$ cat config.mk
export PLATFORM = sky130hd
export DESIGN_NAME = load_register_flat
export DESIGN_NICKNAME = d
export VERILOG_FILES = /design/src/rtl/register_pkg.sv /design/src/rtl/load_register_if.sv /design/src/rtl/load_register_parity_chk.sv /design/src/rtl/parity_gen.sv /design/src/rtl/load_register.sv /design/src/flat_wrapper.sv
export SDC_FILE = /design/constraint.sdc
export NUM_CORES = 1
export LEC_CHECK = 0
export ABC_AREA = 1
export CAP_MARGIN = 20
export CORE_MARGIN = 3
export CORE_UTILIZATION = 35
export CTS_CLUSTER_DIAMETER = 30
export CTS_CLUSTER_SIZE = 12
export DETAILED_ROUTE_END_ITERATION = 6
export PLACE_DENSITY = 0.74
export SYNTH_ARGS = -nofsm -noshare
export SYNTH_HDL_FRONTEND = slang
export SYNTH_SLANG_ARGS = --single-unit
$ cat constraint.sdc
create_clock -name clk -period 0.8 [get_ports clk]
set_input_delay 0.2 -clock clk [delete_from_list [all_inputs] [get_ports clk]]
set_output_delay 0.2 -clock clk [all_outputs]
set_load 0.02 [all_outputs]
$ cat src/rtl/register_pkg.sv
// register_pkg: definitions shared by the load_register family of storage
// registers.
//   DEFAULT_SIZE   : default data width of a register.
//   MAX_SIZE       : widest supported register.
//   data_t         : widest data container. Narrower registers zero-extend into
//                    it when they call the helpers below.
//   size_is_legal  : elaboration-time width check (1..MAX_SIZE).
//   parity_of      : even-parity helper. It is the XOR reduce of a data_t.
//                    Zero-extension does not change the result.
package register_pkg;

    localparam int unsigned DEFAULT_SIZE = 32'd32;
    localparam int unsigned MAX_SIZE     = 32'd128;

    typedef logic [MAX_SIZE-1:0] data_t;

    function automatic bit size_is_legal(input int unsigned size);
        return (size >= 32'd1) && (size <= MAX_SIZE);
    endfunction

    function automatic logic parity_of(input data_t value);
        return ^value;
    endfunction

endpackage

$ cat src/rtl/load_register_if.sv
// load_register_if: data and status bundle of a load_register.
//   load     : capture enable (master -> slave)
//   data_i   : data to capture (master -> slave)
//   data_o   : stored value (slave -> master)
//   loaded_o : at least one load since the last reset (slave -> master)
//   parity_o : even parity of data_o. It exists only when
//              LOAD_REGISTER_PARITY_EN is defined.
// The master modport is the user of the register. The slave modport is the
// register itself.
interface load_register_if
    import register_pkg::*;
#(
    parameter int unsigned Size = DEFAULT_SIZE
);

    logic            load;
    logic [Size-1:0] data_i;
    logic [Size-1:0] data_o;
    logic            loaded_o;
`ifdef LOAD_REGISTER_PARITY_EN
    logic            parity_o;
`endif

    modport master (
        output load,
        output data_i,
        input  data_o,
        input  loaded_o
`ifdef LOAD_REGISTER_PARITY_EN
        , input parity_o
`endif
    );

    modport slave (
        input  load,
        input  data_i,
        output data_o,
        output loaded_o
`ifdef LOAD_REGISTER_PARITY_EN
        , output parity_o
`endif
    );

endinterface

$ cat src/rtl/load_register_parity_chk.sv
// load_register_parity_chk: simulation-only consistency monitor for the
// registered parity bit of load_register.
//   clk      : register clock
//   reset    : synchronous active-high reset. The check is disabled during reset.
//   data_q   : stored value
//   parity_q : stored parity bit
// The monitor flags any cycle where parity_q differs from ^data_q.
// This module is compiled only when LOAD_REGISTER_PARITY_EN is defined.
`ifdef LOAD_REGISTER_PARITY_EN
module load_register_parity_chk
    import register_pkg::*;
#(
    parameter int unsigned Size = DEFAULT_SIZE
) (
    input logic            clk,
    input logic            reset,
    input logic [Size-1:0] data_q,
    input logic            parity_q
);

`ifndef SYNTHESIS
    // The stored parity must always match the stored data once it is defined.
    property p_parity_consistent;
        @(posedge clk) disable iff (reset)
            !$isunknown(data_q) |-> (parity_q == parity_of(data_t'(data_q)));
    endproperty

    a_parity_consistent: assert property (p_parity_consistent)
        else $error("load_register parity bit disagrees with stored data");
`endif

endmodule
`endif

$ cat src/rtl/parity_gen.sv
// parity_gen: purely combinational even-parity generator over Size bits.
//   data_i   : word to protect
//   parity_o : XOR reduce of data_i
// This module is compiled only when LOAD_REGISTER_PARITY_EN is defined. The
// default build therefore carries no unused module.
`ifdef LOAD_REGISTER_PARITY_EN
module parity_gen
    import register_pkg::*;
#(
    parameter int unsigned Size = DEFAULT_SIZE
) (
    input  logic [Size-1:0] data_i,
    output logic            parity_o
);

    assign parity_o = parity_of(data_t'(data_i));

endmodule
`endif

$ cat src/rtl/load_register.sv
// load_register: generic Size-bit load-enabled storage register.
// The register captures bus.data_i on a rising clk edge when bus.load is high.
// Otherwise it holds its contents. A synchronous reset loads ResetValue.
//   Size       : data width, 1..MAX_SIZE (default DEFAULT_SIZE)
//   ResetValue : value loaded by reset
//   clk        : clock; all state changes on the rising edge
//   reset      : synchronous active-high reset. It has priority over load.
//   bus        : load_register_if slave (load, data_i, data_o, loaded_o
//                and, optionally, parity_o)
// Optional feature macro: LOAD_REGISTER_PARITY_EN adds a registered
// even-parity bit (bus.parity_o) and a simulation-only consistency monitor.
// All outputs come straight from flops, so no input has a combinational path
// to an output.
module load_register
    import register_pkg::*;
#(
    parameter int unsigned     Size       = DEFAULT_SIZE,
    parameter logic [Size-1:0] ResetValue = {Size{1'b0}}
) (
    input logic              clk,
    input logic              reset,
    load_register_if.slave   bus
);

    // Reject illegal widths while the design is being elaborated.
    if (!size_is_legal(Size)) begin : g_size_check
        $fatal(1, "load_register: Size must be in 1..MAX_SIZE");
    end

    logic [Size-1:0] data_q;
    logic [Size-1:0] data_d;
    logic            loaded_q;
    logic            loaded_d;

`ifdef LOAD_REGISTER_PARITY_EN
    localparam logic ResetParity = parity_of(data_t'(ResetValue));

    logic parity_q;
    logic parity_d;

    // Parity follows data_d. The parity is therefore stored together with the
    // data on a load, and it is recomputed from the unchanged data on a hold.
    parity_gen #(
        .Size     (Size)
    ) u_parity_gen (
        .data_i   (data_d),
        .parity_o (parity_d)
    );
`endif

    // Next-state selection. The input bus is used only when load is high.
    // Undefined data on a non-loading cycle therefore never reaches the flops.
    always_comb begin
        data_d   = data_q;
        loaded_d = loaded_q;
        if (bus.load) begin
            data_d   = bus.data_i;
            loaded_d = 1'b1;
        end else begin
            data_d   = data_q;
            loaded_d = loaded_q;
        end
    end

    // State register: the synchronous reset wins over any simultaneous load.
    always_ff @(posedge clk) begin
        if (reset) begin
            data_q   <= ResetValue;
            loaded_q <= 1'b0;
`ifdef LOAD_REGISTER_PARITY_EN
            parity_q <= ResetParity;
`endif
        end else begin
            data_q   <= data_d;
            loaded_q <= loaded_d;
`ifdef LOAD_REGISTER_PARITY_EN
            parity_q <= parity_d;
`endif
        end
    end

    assign bus.data_o   = data_q;
    assign bus.loaded_o = loaded_q;

`ifdef LOAD_REGISTER_PARITY_EN
    assign bus.parity_o = parity_q;

`ifndef SYNTHESIS
    load_register_parity_chk #(
        .Size     (Size)
    ) u_parity_chk (
        .clk      (clk),
        .reset    (reset),
        .data_q   (data_q),
        .parity_q (parity_q)
    );
`endif
`endif

endmodule

$ cat src/flat_wrapper.sv
// flat-port wrapper written by rule: the top's interface ports become plain ports
module load_register_flat import register_pkg::*;
#(
    parameter int unsigned     Size       = DEFAULT_SIZE,
    parameter logic [Size-1:0] ResetValue = {Size{1'b0}}
)
  (clk, reset, bus_load, bus_data_i, bus_data_o, bus_loaded_o);
  load_register_if #(.Size(Size)) bus_i ();
  input logic clk;
  input logic reset;
  input wire logic [$bits(bus_i.load)-1:0] bus_load;
  input wire logic [$bits(bus_i.data_i)-1:0] bus_data_i;
  output wire logic [$bits(bus_i.data_o)-1:0] bus_data_o;
  output wire logic [$bits(bus_i.loaded_o)-1:0] bus_loaded_o;
  assign bus_i.load = bus_load;
  assign bus_i.data_i = bus_data_i;
  assign bus_data_o = bus_i.data_o;
  assign bus_loaded_o = bus_i.loaded_o;
  load_register #(.Size(Size), .ResetValue(ResetValue)) u_core (.clk(clk), .reset(reset), .bus(bus_i));
endmodule
=== After elaboration in Yosys (flattened, before gate mapping) ===
Index checks and enable logic that the tools add are counted.

* Bits in registers: 33
* Input port bits: 35
* Output and inout bits: 33
* Logic and storage cells: 2

=== Depth between registers and ports, before layout ===
Gate-level depths: netlist of the first run.

* Word-level depth: 0
* Mapped depth: 5
* Gate-level depth less buffers: 4

=== Worst setup path before layout of the first run ===
Ideal clock, no wire load.

* Path type: input -> register
* Start: input port bus_load
* End: register u_core.data_q[11], in the netlist u_core.bus.data_o[11]
* Library setup time: 0.113 ns
* Arrival: 0.645 ns
* Required time: 0.687 ns
* Setup slack: 0.042 ns
* Stages: 4
* Buffers on the path: 2
* Path through: buf_4 buf_4 nor2_1 nor2_1

{| class="wikitable"
|+ RTL lines
! element !! line !! text
|-
| start: declaration || flat_wrapper.sv:11 || <nowiki>input wire logic [$bits(bus_i.load)-1:0] bus_load;</nowiki>
|-
| end signal: assignment || load_register.sv:68 || <nowiki>data_q <= ResetValue;</nowiki>
|-
| end signal: assignment || load_register.sv:74 || <nowiki>data_q <= data_d;</nowiki>
|-
| end: declaration || load_register.sv:30 || <nowiki>logic [Size-1:0] data_q;</nowiki>
|}

=== Worst setup path after layout of the first run ===
* Start: register u_core.loaded_q, in the netlist u_core.bus.loaded_o
* End: output port bus_loaded_o

{| class="wikitable"
|+ RTL lines
! element !! line !! text
|-
| start: declaration || load_register.sv:32 || <nowiki>logic loaded_q;</nowiki>
|-
| start signal: assignment || load_register.sv:75 || <nowiki>loaded_q <= loaded_d;</nowiki>
|-
| end: declaration || flat_wrapper.sv:14 || <nowiki>output wire logic [$bits(bus_i.loaded_o)-1:0] bus_loaded_o;</nowiki>
|}

No word-level cell between the ends.

==> results.toml, run 1 <==
[grt]
grt_max_degree = 36
grtUsageMet2 = 0.239
grt-ovfl-total = 0
top_usage_layer = "met2"
gr-usage-met1 = 0.148
track_usage = 0.138
grt_use_met3 = 0.0525
antenna_found_initial = 0
grt_pass1_vias = 1131
grt_pass1_wl_mm = 4.77

[clocking]
clockBufferDepth = 2
cts_tree = "yes"
cts-buffers-inserted = 5
clk_pin_slew_ps = 60
cts_root_buf = "clkbuf_8"
htree_levels = 2
cts_hold_buf = 0
clk_latency_ps = 270
cts.sinks = 33

[power_and_ir_drop]
switchingPower_uw = 1000
comb_power_share = 0.230
power_density_mw_per_mm2 = 1720
swShare = 0.257
p_leak_uw = 0.00120
vdd_drop_max_mv = 1.20
p_clk_frac = 0.293
intPower_uw = 2900
seqPwrFrac = 0.477

[placement]
dp_worst_setup_slack_ps = -371
routabilityCongestion = 0.668
dp_hpwl_mm = 1.94
port_buffers = 67

[worst_setup_path]
crit_arrival_ps = 730
crit_required_ps = 600
cp_max_fo = 2
crit_end = "bus_loaded_o"
critical_path_class = "reg2out"
r2r-start = "u_core.bus.data_o[19]"
reg2reg_depth = 3
rr_endpoint = "u_core.bus.data_o[19]"
end_kind = "primary output"
crit_slowest_cell = "dfxtp_2"
critPathMaxStageDelay_ps = 340
cp.depth = 1
rrSetupSlack_ps = 120
crit_family = "flip-flops"
path_cells = "buf_6"
cp.buffers_inverters = 1
cp-startpoint = "u_core.bus.loaded_o"
start_kind = "flip-flop"

[synthesis]
synth_warnings = 0
yosys.area.top_type = "dfxtp_1"
synthTopCellsByCount = "nor2_1, nand2_1, dfxtp_1, inv_1"
synth_edf_count = 0
ys_types = 7
yosysMostFrequentCell = "nor2_1"
ys_seq_area_frac = 0.488
postSynth.asyncResetShare = 0
syn_area_sq_mm = 0.00135
synth.net_count = 241
synth_area_leaders = "dfxtp_1, nor2_1, nand2_1"
synth-seq-cells = 33
avgSynthCellArea_sq_um = 6.57
synth_ff_type = "dfxtp_1"
synth_top_cell_area_share = 0.488
synthCells = 206

[outcome]
violations = "negative setup slack"
outcome = "finished, violations left"

[layout]
layout-drive-gt1-share = 0.290
finalNetCount = 313
multiInputGateArea_sq_um = 488
seqCellArea_sq_um = 702
area_growth_pct = 68.2
fillers = 319
diodes = 0

[run]
maxCapViolCount = 0

[floorplanning]
ios = 68
std_cell_rows = 21
dieWidth_um = 68.2
initial_core_util = 0.384
die_h_um = 68.2
core-area_sq_mm = 0.00352
die-area_sq_mm = 0.00465

[sta]
worst_slew_pin_slew_ps = 139
setup_viol = 33
clock.fmax_mhz = 1080
hold_violations = 0
drv_slew = 0
min_period_over_period = 1.16
fin_skew_ps = 0
tns_ps = -3900
max-slew-margin-rel = 0.907
setup_ws_ps = -126
whs_ps = 269
rsz0062_at_grt = "yes"
fin_crit_ps = 926

[drt]
ant_nets = 0
vias = 1318
vias_per_cell = 4.06
wl_mm = 3.02
firstDrtPassIters = 5
drc = 0
drt_iter0_drc = 51
wl_per_cell_um = 9.28

[hold_path]
hold_path_class = "in2reg"
## final cells by class
type,count,area share
repair buffers,75,0.362
multi-input cells,130,0.215
well taps,46,0.0253
inverters,33,0.0545
flip-flops and latches,33,0.309
clock buffers,8,0.0352
## registers in the layout, indices dropped and copies added, names as in the netlist
signal and cells:
u_core.bus.loaded_o 1, u_core.bus.data_o 32
## timing repair
| action | 4_1_cts | 5_1_grt |
|---|---|---|
| setup endpoints to repair | 65 | 35 |
| buffers inserted | 1 | 2 |
| resized for setup | 233 | 1 |
| cloned | 1 | 0 |
## worst min-delay path by stage
stage,from,to,slack (ps),cells past startpoint
final,reset,u_core.bus.loaded_o,270,2
after global routing,reset,u_core.bus.loaded_o,280,2
after CTS,reset,u_core.bus.loaded_o,260,2
after detailed placement,u_core.bus.data_o[31],u_core.bus.data_o[31],460,2
after global placement,u_core.bus.data_o[8],u_core.bus.data_o[8],460,2
after floorplan,reset,u_core.bus.loaded_o,270,1
## kinds of logic (layout without fill, tap and decap cells)
group | after synthesis | after routing | synth area share
AND/OR/NAND/NOR | 130 | 130 | 0.361
flip-flops | 33 | 33 | 0.488
buffers and inverters | 43 | 116 | 0.151
## power by group through the flow
stage	logic, uW	registers [uW]	clock network [uW]
after global placement	844	1850	0
final	900	1860	1140
after global routing	988	1880	1250
after CTS	904	1860	1190
after floorplan	275	1990	0
after detailed placement	850	1850	0
## layer usage
| metal | vias to the layer above | routed length, um |
|---|---|---|
| met4 | 0 | 33 |
| met3 | 6 | 320 |
| met2 | 49 | 1470 |
| met5 | - | 0 |
| li1 | 722 | - |
| met1 | 541 | 1190 |
## stage by stage
stage | total power, uW | util | std cells | instance area, sq um
CTS | 3950 | 0.643 | 323 | 2260
floorplan | 2270 | - | 206 | 1350
detailed placement | 2700 | 0.586 | 313 | 2060
finish | 3900 | 0.646 | 325 | 2270
global route | 4120 | 0.646 | 325 | 2270
global placement | 2690 | 0.586 | 313 | 2060
## placed cells by master, fill, tap and decap left out
master / n
clkdlybuf4s50_1: 32
buf_6: 33
clkbuf_1: 3
dlygate4sd2_1: 1
inv_1: 32
buf_12: 3
buf_2: 1
nand2_1: 64
nor2_1: 66
buf_16: 1
dfxtp_2: 33
buf_4: 4
clkbuf_8: 5
inv_2: 1
No activity file was read; power rests on OpenSTA's default activity.
==> inputs of run 2 (changes only) <==
Settings changed: CAP_MARGIN 20 to default.
==> results of run 2 <==
Same layout as run 1: the final DEF is identical, and so are final timing and power.
==> inputs of run 3 (changes only) <==
Settings changed: TNS_END_PERCENT from default to 50.
==> results.toml, run 3 (synthesis results as in run 1) <==
[placement]
placed_area_sq_mm = 0.00206
dp_hpwl_mm = 1.94
dp_worst_setup_slack_ps = -371
routabilityCongestion = 0.668
port_buffers = 67

[worst_setup_path]
start_kind = "flip-flop"
cp.buffers_inverters = 1
path_cells = "buf_6"
cp_max_fo = 2
end_kind = "primary output"
critical_path_class = "reg2out"
crit_family = "flip-flops"
crit_arrival_ps = 730
crit_required_ps = 600
critPathMaxStageDelay_ps = 340
crit_slowest_cell = "dfxtp_2"

[clocking]
clockBufferDepth = 2
cts.sinks = 33
cts_root_buf = "clkbuf_8"
cts-buffers-inserted = 5
htree_levels = 2
clk_pin_slew_ps = 60
cts_tree = "yes"
cts_hold_buf = 0
clk_latency_ps = 270

[drt]
vias_per_cell = 4.02
wl_mm = 2.89
vias = 1301
drc = 0
wl_per_cell_um = 8.92
drt_iter0_drc = 66
ant_nets = 0
routed.top_layer = "met4"
firstDrtPassIters = 4
drt-met1-wl_mm = 1.21
dr_wl_met3_um = 300
dr_wl_met2_mm = 1.35

[sta]
fin_skew_ps = 0
worst_slew_pin_slew_ps = 140
hold_violations = 0
setup_viol = 33
fin_crit_ps = 926
clock.fmax_mhz = 1080
min_period_over_period = 1.16
drv_slew = 0
setup_ws_ps = -126
whs_ps = 269
max-slew-margin-rel = 0.906
tns_ps = -3860
rsz0062_at_grt = "yes"

[layout]
area_growth_pct = 66.1
finish.instance_area_sq_mm = 0.00225
fillers = 320
diodes = 0
finalNetCount = 312
multiInputGateArea_sq_um = 488
largest_reg_flops = 32
layout-drive-gt1-share = 0.288
most-common-layout-cells = "nor2_1, nand2_1, buf_6, dfxtp_2"
final_common_cell = "nor2_1"
seqCellArea_sq_um = 702

[run]
maxCapViolCount = 0

[grt]
grt-ovfl-total = 0
grt_pass1_wl_mm = 4.60
grt_max_degree = 36
antenna_found_initial = 0
track_usage = 0.132
grt_pass1_vias = 1116

[floorplanning]
die_h_um = 68.2
dieWidth_um = 68.2
std_cell_rows = 21
core-area_sq_mm = 0.00352
ios = 68
initial_core_util = 0.384
die-area_sq_mm = 0.00465

[power_and_ir_drop]
power_density_mw_per_mm2 = 1730
p_leak_uw = 0.00118
vdd_drop_max_mv = 1.19

[hold_path]
hold_path_class = "in2reg"

[outcome]
outcome = "finished, violations left"
violations = "negative setup slack"
==> run 3: path summary, 6_finish.rpt <==
path	endpoint	cells past startpoint	startpoint	slack, ps
worst max-delay path	bus_data_o[13]	1	u_core.bus.data_o[13]	-130
worst min-delay path	u_core.bus.loaded_o	2	reset	270
worst max register to register	u_core.bus.data_o[24]	3	u_core.bus.data_o[24]	120
worst min register to register	u_core.bus.data_o[31]	2	u_core.bus.data_o[31]	470
==> run 3: per-layer routing <==
layer  track usage  vias to the layer above
li1              -                      717
met1         0.142                      535
met2         0.225                       43
met3        0.0525                        6
met4        0.0596                        0
met5             0                        -
==> run 3: metrics by stage <==
stage / cells / total power [uW] / utilization
2_1_floorplan: 206 / 2270 / -
3_3_place_gp: 313 / 2690 / 0.586
3_5_place_dp: 313 / 2700 / 0.586
4_1_cts: 322 / 3930 / 0.634
5_1_grt: 324 / 4100 / 0.638
6_report: 324 / 3880 / 0.638
==> run 3: final cells by class <==
class | instances | area share
sequential | 33 | 0.312
timing repair buffer | 74 | 0.354
tap | 46 | 0.0256
inverter | 33 | 0.0551
multi-input combinational | 130 | 0.217
clock buffer | 8 | 0.0356
==> run 3: timing repair <==
action | CTS | global route
resized for setup | 233 | 0
cloned | 0 | 0
buffers inserted | 1 | 2
setup endpoints to repair | 65 | 33
==> run 3: power breakdown <==
group          internal, uW  switching, uW
Clock                   617            522
Combinational           486            393
Sequential             1780           78.6
Total                  2890            994
